<file path="src/rtl/uart_pkg.sv">
// Shared UART definitions: FSM state encoding, parity modes, and the
// bit-period helper used by both the transmitter and the receiver.
package uart_pkg;

  typedef enum logic [2:0] {
    ST_IDLE  = 3'd0,
    ST_START = 3'd1,
    ST_DATA  = 3'd2,
    ST_PAR   = 3'd3,
    ST_STOP  = 3'd4
  } uart_state_e;

  localparam int PARITY_NONE = 0;
  localparam int PARITY_ODD  = 1;
  localparam int PARITY_EVEN = 2;

  // Clocks per bit. The integer division truncates, so the real baud rate is
  // slightly fast when CLK_FREQ is not a multiple of the baud rate.
  function automatic int bps_cnt(input int freq, input int bps);
    return freq / bps;
  endfunction

endpackage

</file>
<file path="src/rtl/uart_send_if.sv">
// Byte-in / serial-out interface of the UART transmitter.
//
// Handshake: the source presents uart_din with uart_en high; a byte is
// transferred in exactly the cycle where uart_en && tx_ready. uart_en while
// tx_ready is low is ignored (no queuing), and uart_din is only looked at in
// the transfer cycle. tx_busy is always ~tx_ready.
interface uart_send_if;
  import uart_pkg::*;

  logic        uart_en;
  logic [7:0]  uart_din;
  logic        tx_ready;
  logic        tx_busy;
  logic        tx_done;
  logic [3:0]  tx_cnt;
  logic        uart_txd;
  uart_state_e state;     // debug view of the transmitter FSM

  modport master (
    output uart_en, uart_din,
    input  tx_ready, tx_busy, tx_done, tx_cnt, uart_txd, state
  );

  modport slave (
    input  uart_en, uart_din,
    output tx_ready, tx_busy, tx_done, tx_cnt, uart_txd, state
  );

endinterface

</file>
<file path="src/rtl/uart_baud_tick.sv">
// Bit-period counter: counts 0..BPS_CNT-1 while run_i is high and emits a
// one-cycle tick on the last count of each bit. Held at zero while idle so
// every frame starts with a full-length start bit.
module uart_baud_tick #(
  parameter int BPS_CNT = 10   // must be >= 4
) (
  input  logic clk,
  input  logic rst,
  input  logic run_i,
  output logic tick_o
);

  localparam int            CW   = $clog2(BPS_CNT);
  localparam logic [CW-1:0] LAST = CW'(BPS_CNT - 1);

  logic [CW-1:0] cnt_q, cnt_d;

  // Next count: clear when stopped, wrap at the end of a bit period.
  always_comb begin
    cnt_d = cnt_q;
    if (!run_i) begin
      cnt_d = '0;
    end else if (cnt_q == LAST) begin
      cnt_d = '0;
    end else begin
      cnt_d = cnt_q + 1'b1;
    end
  end

  // Count register.
  always_ff @(posedge clk) begin
    if (rst) begin
      cnt_q <= '0;
    end else begin
      cnt_q <= cnt_d;
    end
  end

  assign tick_o = run_i && (cnt_q == LAST);

endmodule

</file>
<file path="src/rtl/uart_send.sv">
// UART transmitter: accepts one byte per handshake and sends
// start + 8 data (LSB first) + optional parity + 1 or 2 stop bits.
// Every output, including the serial line, comes straight from a flop.
module uart_send
  import uart_pkg::*;
#(
  parameter int CLK_FREQ  = 50000000,
  parameter int UART_BPS  = 9600,
  parameter int PARITY    = 0,
  parameter int STOP_BITS = 1
) (
  input logic       clk,
  input logic       rst,
  uart_send_if.slave tx_if
);

  localparam int BPS_CNT = bps_cnt(CLK_FREQ, UART_BPS);
  // Bit index of the final stop bit; tx_cnt counts every bit of the frame.
  localparam logic [3:0] LAST_IDX =
    4'(9 + ((PARITY != PARITY_NONE) ? 1 : 0) + STOP_BITS - 1);

  uart_state_e state_q, state_d;
  logic [7:0]  shift_q, shift_d;
  logic        par_q, par_d;
  logic [3:0]  cnt_q, cnt_d;
  logic        txd_q, txd_d;
  logic        ready_q, ready_d;
  logic        done_q, done_d;
  logic        bit_tick;

  uart_baud_tick #(.BPS_CNT(BPS_CNT)) u_baud_tick (
    .clk    (clk),
    .rst    (rst),
    .run_i  (state_q != ST_IDLE),
    .tick_o (bit_tick)
  );

  // Next-state and next-output logic; txd_d is the level for the next bit so
  // the line changes on the same edge as the state.
  always_comb begin
    state_d = state_q;
    shift_d = shift_q;
    par_d   = par_q;
    cnt_d   = cnt_q;
    txd_d   = txd_q;
    done_d  = 1'b0;
    unique case (state_q)
      ST_IDLE: begin
        txd_d = 1'b1;
        if (tx_if.uart_en) begin
          shift_d = tx_if.uart_din;
          par_d   = (PARITY == PARITY_ODD) ? ~^tx_if.uart_din : ^tx_if.uart_din;
          state_d = ST_START;
          cnt_d   = 4'd0;
          txd_d   = 1'b0;
        end
      end
      ST_START: begin
        if (bit_tick) begin
          state_d = ST_DATA;
          cnt_d   = 4'd1;
          txd_d   = shift_q[0];
          shift_d = shift_q >> 1;
        end
      end
      ST_DATA: begin
        if (bit_tick) begin
          cnt_d = cnt_q + 4'd1;
          if (cnt_q == 4'd8) begin
            if (PARITY != PARITY_NONE) begin
              state_d = ST_PAR;
              txd_d   = par_q;
            end else begin
              state_d = ST_STOP;
              txd_d   = 1'b1;
            end
          end else begin
            txd_d   = shift_q[0];
            shift_d = shift_q >> 1;
          end
        end
      end
      ST_PAR: begin
        if (bit_tick) begin
          state_d = ST_STOP;
          cnt_d   = cnt_q + 4'd1;
          txd_d   = 1'b1;
        end
      end
      ST_STOP: begin
        if (bit_tick) begin
          if (cnt_q == LAST_IDX) begin
            state_d = ST_IDLE;
            cnt_d   = 4'd0;
            done_d  = 1'b1;
          end else begin
            cnt_d = cnt_q + 4'd1;
          end
        end
      end
      default: begin
        state_d = ST_IDLE;
        cnt_d   = 4'd0;
        txd_d   = 1'b1;
      end
    endcase
    ready_d = (state_d == ST_IDLE);
  end

  // State and output registers; reset aborts any frame in progress.
  always_ff @(posedge clk) begin
    if (rst) begin
      state_q <= ST_IDLE;
      shift_q <= 8'h00;
      par_q   <= 1'b0;
      cnt_q   <= 4'd0;
      txd_q   <= 1'b1;
      ready_q <= 1'b1;
      done_q  <= 1'b0;
    end else begin
      state_q <= state_d;
      shift_q <= shift_d;
      par_q   <= par_d;
      cnt_q   <= cnt_d;
      txd_q   <= txd_d;
      ready_q <= ready_d;
      done_q  <= done_d;
    end
  end

  assign tx_if.uart_txd = txd_q;
  assign tx_if.tx_ready = ready_q;
  assign tx_if.tx_busy  = ~ready_q;
  assign tx_if.tx_done  = done_q;
  assign tx_if.tx_cnt   = cnt_q;
  assign tx_if.state    = state_q;

endmodule

</file>
<file path="src/flat_wrapper.sv">
// flat-port wrapper written by rule: the top's interface ports become plain ports
module uart_send_flat import uart_pkg::*;
#(
  parameter int CLK_FREQ  = 50000000,
  parameter int UART_BPS  = 9600,
  parameter int PARITY    = 0,
  parameter int STOP_BITS = 1
)
  (clk, rst, tx_if_uart_en, tx_if_uart_din, tx_if_tx_ready, tx_if_tx_busy, tx_if_tx_done, tx_if_tx_cnt, tx_if_uart_txd, tx_if_state);
  uart_send_if tx_if_i ();
  input logic clk;
  input logic rst;
  input wire logic [$bits(tx_if_i.uart_en)-1:0] tx_if_uart_en;
  input wire logic [$bits(tx_if_i.uart_din)-1:0] tx_if_uart_din;
  output wire logic [$bits(tx_if_i.tx_ready)-1:0] tx_if_tx_ready;
  output wire logic [$bits(tx_if_i.tx_busy)-1:0] tx_if_tx_busy;
  output wire logic [$bits(tx_if_i.tx_done)-1:0] tx_if_tx_done;
  output wire logic [$bits(tx_if_i.tx_cnt)-1:0] tx_if_tx_cnt;
  output wire logic [$bits(tx_if_i.uart_txd)-1:0] tx_if_uart_txd;
  output wire logic [$bits(tx_if_i.state)-1:0] tx_if_state;
  assign tx_if_i.uart_en = tx_if_uart_en;
  assign tx_if_i.uart_din = tx_if_uart_din;
  assign tx_if_tx_ready = tx_if_i.tx_ready;
  assign tx_if_tx_busy = tx_if_i.tx_busy;
  assign tx_if_tx_done = tx_if_i.tx_done;
  assign tx_if_tx_cnt = tx_if_i.tx_cnt;
  assign tx_if_uart_txd = tx_if_i.uart_txd;
  assign tx_if_state = tx_if_i.state;
  uart_send #(.CLK_FREQ(CLK_FREQ), .UART_BPS(UART_BPS), .PARITY(PARITY), .STOP_BITS(STOP_BITS)) u_core (.clk(clk), .rst(rst), .tx_if(tx_if_i));
endmodule
</file>
<file path="config.mk">
export PLATFORM = sky130hd
export DESIGN_NAME = uart_send_flat
export DESIGN_NICKNAME = d
export VERILOG_FILES = /design/src/rtl/uart_pkg.sv /design/src/rtl/uart_send_if.sv /design/src/rtl/uart_baud_tick.sv /design/src/rtl/uart_send.sv /design/src/flat_wrapper.sv
export SDC_FILE = /design/constraint.sdc
export NUM_CORES = 1
export LEC_CHECK = 0
export CAP_MARGIN = 0
export CORE_MARGIN = 2
export CORE_UTILIZATION = 26
export DETAILED_ROUTE_END_ITERATION = 10
export GPL_TIMING_DRIVEN = 0
export PLACE_DENSITY_LB_ADDON = 0.2
export SLEW_MARGIN = 20
export SYNTH_ARGS = -nofsm -noshare
export SYNTH_HDL_FRONTEND = slang
export SYNTH_HIERARCHICAL = 1
export SYNTH_SLANG_ARGS = --single-unit
</file>
<file path="constraint.sdc">
create_clock -name clk -period 4.2 [get_ports clk]
set_input_delay 0.42 -clock clk [delete_from_list [all_inputs] [get_ports clk]]
set_output_delay 0.42 -clock clk [all_outputs]
set_load 0.02 [all_outputs]
</file>
# Yosys cells after proc, flatten, opt, wreduce, memory -nomap -nowiden
# Cells that the tools add are included.
[word_totals]
register_bits = 31
input_bits = 11
output_inout_bits = 11
word_cells = 64
[classes]
add_sub_neg = 2
n_eq_ne = 14
n_mux = 26
bitwise_logic = 4
reduce_logical = 11
[ops]
columns = ["operator", "n"]
rows = [
  ["2-to-1 mux 8 bit", 4],
  ["case mux 8 bit (3 select lines)", 1],
  ["2-to-1 mux 3 bit", 7],
  ["2-to-1 mux 4 bit", 5],
  ["case mux 4 bit (4 select lines)", 1],
  ["case mux 3 bit (5 select lines)", 1],
  ["adder 13 x 1 -> 13 bit (second input constant)", 1],
  ["== test 13 bit (second input constant)", 1],
  ["!= test 2 x 1 -> 1 bit (second input constant)", 5],
  ["== test 4 bit (second input constant)", 2],
  ["AND reduction 4 bit", 2],
  ["== test 3 x 2 -> 1 bit (second input constant)", 2],
  ["zero test 3 bit", 2],
  ["2-to-1 mux 1 bit", 6],
  ["nonzero test 3 bit", 2],
  ["OR reduction 3 bit", 2],
  ["case mux 1 bit (5 select lines)", 1],
  ["AND reduction 5 bit", 1],
  ["adder 4 x 1 -> 4 bit (second input constant)", 1],
  ["!= test 2 bit (second input constant)", 2],
  ["NOT 1 bit", 4],
  ["== test 3 x 1 -> 1 bit (second input constant)", 1],
  ["== test 3 bit (second input constant)", 1],
  ["OR reduction 2 bit", 1],
  ["logical AND 1 bit", 1],
]

# Logic depth before layout (Yosys ltp)
# Gate-level depths: netlist of the first run.
[logic_depth]
depth_word = 5
mapped_depth = 9
depth_no_buf = 8

# Modules after synthesis
# Netlist of the first run, hierarchy kept.
[by_module_without_submodules]
columns = ["mod", "instances", "cells_per_inst", "area_each_um2"]
rows = [
  ["uart_send", 1, 112, 1006.0],
  ["uart_baud_tick", 1, 72, 725.7],
]

# Worst setup path before layout of the first run
# Ideal clock, no wire load.
[synth_timing]
path_type = "register -> register"
from = "register u_core.u_baud_tick.cnt_q[0]"
to = "register u_core.cnt_q[2] (netlist: u_core/tx_if.tx_cnt[2])"
setup_ps = 69
arrival_time_ps = 2072
required_time_ps = 4131
slack_ps = 2060
stages_incl_launch_ff = 10
synth_period_minus_slack_ps = 2140
cell_sequence = "dfxtp_1 > ha_1 > nand2_1 > nor4b_1 > and3_1 > buf_2 > nand2_2 > o22ai_2 > or4b_1 > o21ai_1"
[synth_via]
elab_chain_cells = 4
elab_cells_between_ends = 6
[synth_rtl]
columns = ["item", "line_no", "text"]
rows = [
  ["start: declaration", "uart_baud_tick.sv:16", "logic [CW-1:0] cnt_q, cnt_d;"],
  ["start signal: assignment", "uart_baud_tick.sv:35", "cnt_q <= cnt_d;"],
  ["== test 13 bit (*)", "uart_baud_tick.sv:39", "assign tick_o = run_i && (cnt_q == LAST);"],
  ["logical AND 1 bit (*)", "uart_baud_tick.sv:39", ""],
  ["net u_core.bit_tick", "uart_send.sv:29", "logic bit_tick;"],
  ["!= test 2 x 1 -> 1 bit (no source line)", "--", ""],
  ["AND reduction 4 bit (no source line) (*)", "--", ""],
  ["end signal: assignment", "uart_send.sv:124", "cnt_q <= cnt_d;"],
  ["end: declaration", "uart_send.sv:25", "logic [3:0] cnt_q, cnt_d;"],
]
# Mark *: on every way through the listed nets, which the timed path passes. The rest lies on a longest branch.
# A chain may end at the register's enable or synchronous reset.

# Final worst setup path of the first run
# Same ends and word-level chain as after synthesis.

==> run_results.csv, run 1 <==
group,metric,value,unit
critical_path,start_kind,"register",
logic_synthesis,synth_warnings,6,
logic_synthesis,synth_fp_nets,199,
timing,skew,0.00454,ns
cts,clockBufferDepth,2,
logic_synthesis,synthFlopType,"dfxtp_1",
timing,tns,0,ns
floorplanning,initial_core_util,27.1,%
detailed_routing,viasPerCell,5.12,
timing,final-hold-violation-count,0,
grt,grt.total_usage,11.4,%
logic_synthesis,yosysMostFrequentCell,"dfxtp_1",
cells_and_area,drive_gt1_share,16.9,%
cells_and_area,layout.nets,227,
cts,ctsHoldBuffers,0,
cts,cts.clk_slew.worst_paths,0.07,ns
cells_and_area,num_antenna_cells,0,
logic_synthesis,yosysTopAreaCell,"dfxtp_1",
logic_synthesis,synth_area_leaders,"dfxtp_1 (36%), mux2i_1 (4.6%), a211oi_2 (4.3%)",
critical_path,crit_path_max_fanout,10,
cts,clock_sinks,31,
cts,cts_tree,"built",
grt,grt_max_degree,11,
critical_path,critPathKind,"register to register",
detailed_routing,routed_wl,3980,microns
grt,grt_first_pass_wirelength,6780,microns
timing,min_period_over_period,58.8,%
job,cap_viol_max_count,0,
detailed_routing,drt-initial-drc-count,79,
logic_synthesis,netlist.area_leader.share,35.8,%
timing,max_freq,405,MHz
grt,antenna_found_initial,0,
detailed_routing,drt_pre_antenna_iters,4,
floorplanning,io_pins,22,
logic_synthesis,ys_seq_area_share,35.8,%
outcome,run_status,"finished, final reports clean",
detailed_routing,drc,0,
timing,grt_setup_unrepaired,"no",
timing,tightest_slew,0.719,ns
logic_synthesis,synthCells,184,
floorplanning,rows,29,
cts,post-cts-setup-buffer-count,0,
detailed_routing,ant_nets,0,
critical_path,cp.required,4.42,ns
timing,setup_violations,0,
detailed_routing,vias,1484,
critical_path,worstPathArrival,2.69,ns
cts,root_buffer,"clkbuf_8",
placed_design,dp_hpwl,2810,microns
logic_synthesis,synth-seq-cells,31,
pwr,p_leak,0.732,nW
timing,hold-worst-slack,0.473,ns
logic_synthesis,syn_area,1730,sq um
placed_design,gp_congestion,0.827,
logic_synthesis,avgSynthCellArea,9.41,sq um
logic_synthesis,synth-edff-count,0,
cts,h-tree-depth,2,
floorplanning,die_h,85.6,microns
grt,overflow,0,
logic_synthesis,synth_top_cells_by_count,"dfxtp_1 (31), nor2_1 (13), nand3_1 (9)",
timing,slew_viol_final,0,
cells_and_area,fillCellCount,699,
worst_hold_path,hold_class,"register to register",
detailed_routing,wire_per_inst,13.7,microns
cts,worstSkewPairLatency,0.28,ns
floorplanning,die_area,7330,sq um
critical_path,worstSetupEndpointType,"register",
cells_and_area,syn2layout_area_growth,22.4,%
floorplanning,core,6390,sq um
pwr,powerDensity,288,nW/um^2
timing,fin_crit,2.47,ns
floorplanning,die_width,85.6,microns
logic_synthesis,yosysUniqueCellTypes,51,
cts,cts_resized,0,
placed_design,portBuffers,21,
cts,cts_buffers,5,
logic_synthesis,synthArstFlopShare,0,%
grt,grt_pass1_vias,1377,
timing,relSlewSlack,52.1,%
pwr,peakVddDrop,0.000153,V
report_power, final:
group | internal [W] | switching [W] | total (W)
combinational | 0.0000350 | 0.0000363 | 0.0000713
sequential | 0.000304 | 0.00000609 | 0.000310
clock | 0.000116 | 0.000113 | 0.000229
total | 0.000455 | 0.000156 | 0.000611
path summary, 6_finish.rpt:
| kind | startpoint | to | slack, ns | depth (start not counted) |
|---|---|---|---|---|
| hold / removal | u_core/shift_q[7]$_SDFFE_PP0P_ | u_core/shift_q[7]$_SDFFE_PP0P_ | 0.47 | 2 |
| setup reg to reg | u_core/u_baud_tick/cnt_q[0]$_SDFF_PP0_ | u_core/tx_if.tx_cnt[2]$_SDFFE_PP0P_ | 1.73 | 9 |
| setup / recovery | u_core/u_baud_tick/cnt_q[0]$_SDFF_PP0_ | u_core/tx_if.tx_cnt[2]$_SDFFE_PP0P_ | 1.73 | 9 |
| hold reg to reg | u_core/shift_q[7]$_SDFFE_PP0P_ | u_core/shift_q[7]$_SDFFE_PP0P_ | 0.47 | 2 |
cell type report:
cell class / count / area (sq um) / share of cell area, %
buffer: 10 / 65.1 / 3.07
clock buffer: 7 / 76.3 / 3.60
clock inverter: 1 / 5.00 / 0.236
inverter: 6 / 22.5 / 1.06
multi-input combinational: 137 / 1020 / 48.3
sequential: 31 / 621 / 29.3
tap: 77 / 96.3 / 4.55
timing repair buffer: 21 / 210 / 9.92
critical path, stage by stage (launching register included):
cell and delay, ns:
dfxtp_1 0.39, ha_1 0.25, nand2_1 0.17, nor4b_1 0.25, and3_1 0.28, buf_2 0.23, nand2_2 0.11, o22ai_2 0.21
or4b_1 0.45, o21ai_1 0.08
metrics by stage:
stage	cells	power (W)	area [sq um]	util (%)	worst slack (ns)
6_report	290	0.000611	2120	33.2	1.73
3_3_place_gp	282	0.000389	2040	31.9	1.75
2_1_floorplan	184	0.000362	1730	-	2.06
3_5_place_dp	282	0.000389	2040	31.9	1.75
5_1_grt	290	0.000645	2120	33.2	1.55
4_1_cts	290	0.000623	2120	33.2	1.72
routing by layer:
| metal | track usage, % | part of all wire [%] | vias up | routed length, microns |
|---|---|---|---|---|
| li1 | - | - | 750 | - |
| met1 | 16.4 | 51 | 683 | 2050 |
| met2 | 15.9 | 41 | 46 | 1630 |
| met3 | 3.27 | 5.8 | 5 | 232 |
| met4 | 4.76 | 1.7 | 0 | 66 |
| met5 | 0 | 0 | - | 0 |
cells in the final DEF (no fill, tap or decap), types with 2 or more instances in the layout:
master           instances
and3b_1                  2
clkdlybuf4s50_1         21
buf_6                    3
o21ai_0                  7
nand4bb_1                3
o31ai_1                  3
a211oi_2                 6
nor4b_1                  2
or4_1                    2
xnor2_1                  3
or2_2                    3
a211oi_1                 8
or3_1                    4
nor3_2                   4
clkbuf_1                 4
nor4_1                   3
nand4_1                  2
a22oi_1                  2
xor2_1                   2
nor2_1                  13
inv_1                    5
mux2i_1                  8
buf_2                    4
nand2_1                  8
clkbuf_8                 5
a21oi_1                  7
nor3_1                   4
a31oi_1                  4
dfxtp_1                 31
and3_1                   2
nand3_1                  9
ha_1                     4
nand2b_1                 4
registers in the layout, indices dropped and copies added, names as in the netlist:
register	flops
u_core/tx_if.state	3
u_core/u_baud_tick/cnt_q	13
u_core/tx_if.uart_txd	1
u_core/tx_if.tx_done	1
u_core/tx_if.tx_cnt	4
u_core/shift_q	8
u_core/tx_if.tx_ready	1
logic make-up (layout without fill, tap and decap cells):
kind of cell	Yosys count	after routing	share of synthesized area [%]
simple gates	75	75	28.5
compound gates	45	45	20.6
flops	31	31	35.8
buf+inv	16	45	5.06
mux	8	8	4.62
xor+xnor	5	5	2.53
fa+ha+maj	4	4	2.89
No activity file was read; power rests on OpenSTA's default activity.
==> inputs of run 2 (changes only) <==
==> constraint.sdc (replaced) <==
create_clock -name clk -period 2.1 [get_ports clk]
set_input_delay 0.21 -clock clk [delete_from_list [all_inputs] [get_ports clk]]
set_output_delay 0.21 -clock clk [all_outputs]
set_load 0.02 [all_outputs]
==> run 2 against run 1 <==
Clock power is 110% higher. Cell count rose by 4.8%. Critical path depth down 1. Worst setup slack worse by 1.7 ns. Final area grew 12%. Combinational power grew 130%. Routed wire length grew 7.9%. Largest cell class unchanged. Largest power group unchanged.
==> run_results.csv, run 2 (synthesized netlist as in run 1, its figures left out) <==
group,metric,value,unit
cells_and_area,syn2layout_area_growth,37.1,%
pwr,switching_share,25.6,%
cts,cts_buffers,5,
pwr,clock_power_share,38.4,%
pwr,power,0.00127,W
detailed_routing,routed_wl,4290,microns
grt,grt_max_degree,11,
grt,overflow,0,
worst_hold_path,min_from,"u_core/shift_q[7]$_SDFFE_PP0P_",
critical_path,critPathKind,"register to register",
floorplanning,initial_core_util,27.1,%
placed_design,dp_hpwl,2800,microns
pwr,powerDensity,536,nW/um^2
pwr,p_comb_share,13.0,%
grt,antenna_found_initial,0,
critical_path,crit_path_max_fanout,4,
critical_path,worstPathArrival,2.31,ns
detailed_routing,vias,1557,
cells_and_area,layout_commonest_cell,"dfxtp_1",
cells_and_area,layout.nets,242,
critical_path,worstSetupEndpointType,"register",
timing,relSlewSlack,54.0,%
placed_design,place_inst,282,
detailed_routing,drt_pre_antenna_iters,4,
critical_path,ff2ff_path_depth,8,
placed_design,portBuffers,21,
worst_hold_path,hold_class,"register to register",
cells_and_area,multi_input_area,1130,sq um
floorplanning,core,6390,sq um
critical_path,ff2ff_setup_slack,0.02,ns
cts,worstSkewPairLatency,0.29,ns
cells_and_area,final_area,2370,sq um
pwr,p_leak,0.842,nW
placed_design,gp_congestion,0.857,
detailed_routing,wire_per_inst,14.1,microns
critical_path,r2r-end,"u_core/tx_if.tx_cnt[2]$_SDFFE_PP0P_",
critical_path,reg2reg_from,"u_core/u_baud_tick/cnt_q[9]$_SDFF_PP0_",
timing,slew_viol_final,0,
cells_and_area,largest-register,"u_core/u_baud_tick/cnt_q",
grt,grt_pass1_vias,1487,
worst_hold_path,whs_path_depth,2,
timing,tightest_slew,0.691,ns
floorplanning,die_width,85.6,microns
cells_and_area,mostFrequentLayoutCells,"dfxtp_1 (23), clkdlybuf4s50_1 (21), buf_4 (15)",
cells_and_area,largest_register_ffs,13,
timing,setup_violations,0,
cts,cts.clk_slew.worst_paths,0.07,ns
pwr,peakVddDrop,0.000260,V
critical_path,cp.required,2.33,ns
worst_hold_path,hold_path_end,"u_core/shift_q[7]$_SDFFE_PP0P_",
pwr,switching_power,0.000325,W
timing,final-hold-violation-count,0,
cells_and_area,num_antenna_cells,0,
pwr,p_int,0.000948,W
detailed_routing,drc,0,
cells_and_area,drive_gt1_share,31.7,%
cts,h-tree-depth,2,
cts,root_buffer,"clkbuf_8",
timing,min_period_over_period,99.1,%
pwr,power_frac_seq,48.6,%
critical_path,start_kind,"register",
detailed_routing,ant_nets,0,
timing,skew,0.0122,ns
cts,cts_tree,"built",
timing,max_freq,481,MHz
detailed_routing,viasPerCell,5.12,
cts,clockBufferDepth,2,
timing,fin_crit,2.08,ns
floorplanning,die_h,85.6,microns
floorplanning,io_pins,22,
cells_and_area,stdcell_count,304,
cells_and_area,fillCellCount,680,
floorplanning,die_area,7330,sq um
placed_design,dpl-instance-area,2040,sq um
detailed_routing,drt-initial-drc-count,74,
cts,clock_sinks,31,
grt,grt_first_pass_wirelength,7020,microns
outcome,run_status,"finished, final reports clean",
floorplanning,rows,29,
grt,grt.total_usage,12.1,%
job,cap_viol_max_count,0,
timing,grt_setup_unrepaired,"yes",
cells_and_area,seq_area,638,sq um
## run 2: worst max-delay path by stage
stage	from	end	depth (start not counted)
finish	u_core/u_baud_tick/cnt_q[9]$_SDFF_PP0_	u_core/tx_if.tx_cnt[2]$_SDFFE_PP0P_	8
CTS	u_core/u_baud_tick/cnt_q[0]$_SDFF_PP0_	u_core/shift_q[2]$_SDFFE_PP0P_	10
detailed placement	u_core/u_baud_tick/cnt_q[0]$_SDFF_PP0_	u_core/shift_q[6]$_SDFFE_PP0P_	9
floorplan	u_core/u_baud_tick/cnt_q[0]$_SDFF_PP0_	u_core/tx_if.tx_cnt[2]$_SDFFE_PP0P_	9
global route	u_core/u_baud_tick/cnt_q[12]$_SDFF_PP0_	u_core/tx_if.tx_cnt[2]$_SDFFE_PP0P_	8
global placement	u_core/u_baud_tick/cnt_q[0]$_SDFF_PP0_	u_core/shift_q[6]$_SDFFE_PP0P_	9
## run 2: critical path, cell delays in order (launching register included)
cell       delay (ns)
dfxtp_4          0.36
nand4bb_4        0.23
nor4b_4          0.25
and3_4           0.24
buf_4            0.13
nand4bb_1        0.13
o22ai_2          0.17
or4b_1           0.44
o21ai_1          0.08
## run 2: cell type report
type | count | area share [%]
Multi-Input combinational cell | 137 | 47.6
Sequential cell | 31 | 26.9
Timing Repair Buffer | 36 | 13.6
Tap cell | 77 | 4.06
Clock buffer | 6 | 3.48
Buffer | 10 | 3.21
Inverter | 6 | 0.948
Clock inverter | 1 | 0.211
## run 2: power groups by stage
stage          Sequential (W)  Clock [W]  Combinational (W)
2_1_floorplan        0.000637          0          0.0000862
3_5_place_dp         0.000634          0           0.000144
3_3_place_gp         0.000634          0           0.000144
6_report             0.000619   0.000489           0.000165
5_1_grt              0.000622   0.000522           0.000183
4_1_cts              0.000621   0.000498           0.000156
## run 2: timing repair
item                                    4_1_cts  5_1_grt
resized for setup                            15       15
hold buffers                                  0        0
pin swaps                                     4        6
setup buffers                                 3       11
endpoints found under the setup margin       11       11
cloned                                        1        0
## run 2: routing by layer
layer / global-route usage [%] / share of wire, %
met1: 14.9 / 47
met2: 19.2 / 46
met3: 3.18 / 3.4
met4: 6.49 / 2.7
met5: 0 / 0
## run 2: per-stage QoR
step / hold WS [ns] / util, % / setup TNS [ns] / worst slack (ns)
floorplan: 0.362 / - / 0 / 0.0143
global placement: 0.461 / 32.0 / -2.39 / -0.284
detailed placement: 0.472 / 32.0 / -2.21 / -0.284
CTS: 0.482 / 34.6 / 0 / 0.00898
global route: 0.515 / 37.2 / -0.511 / -0.0756
finish: 0.484 / 37.2 / 0 / 0.0196
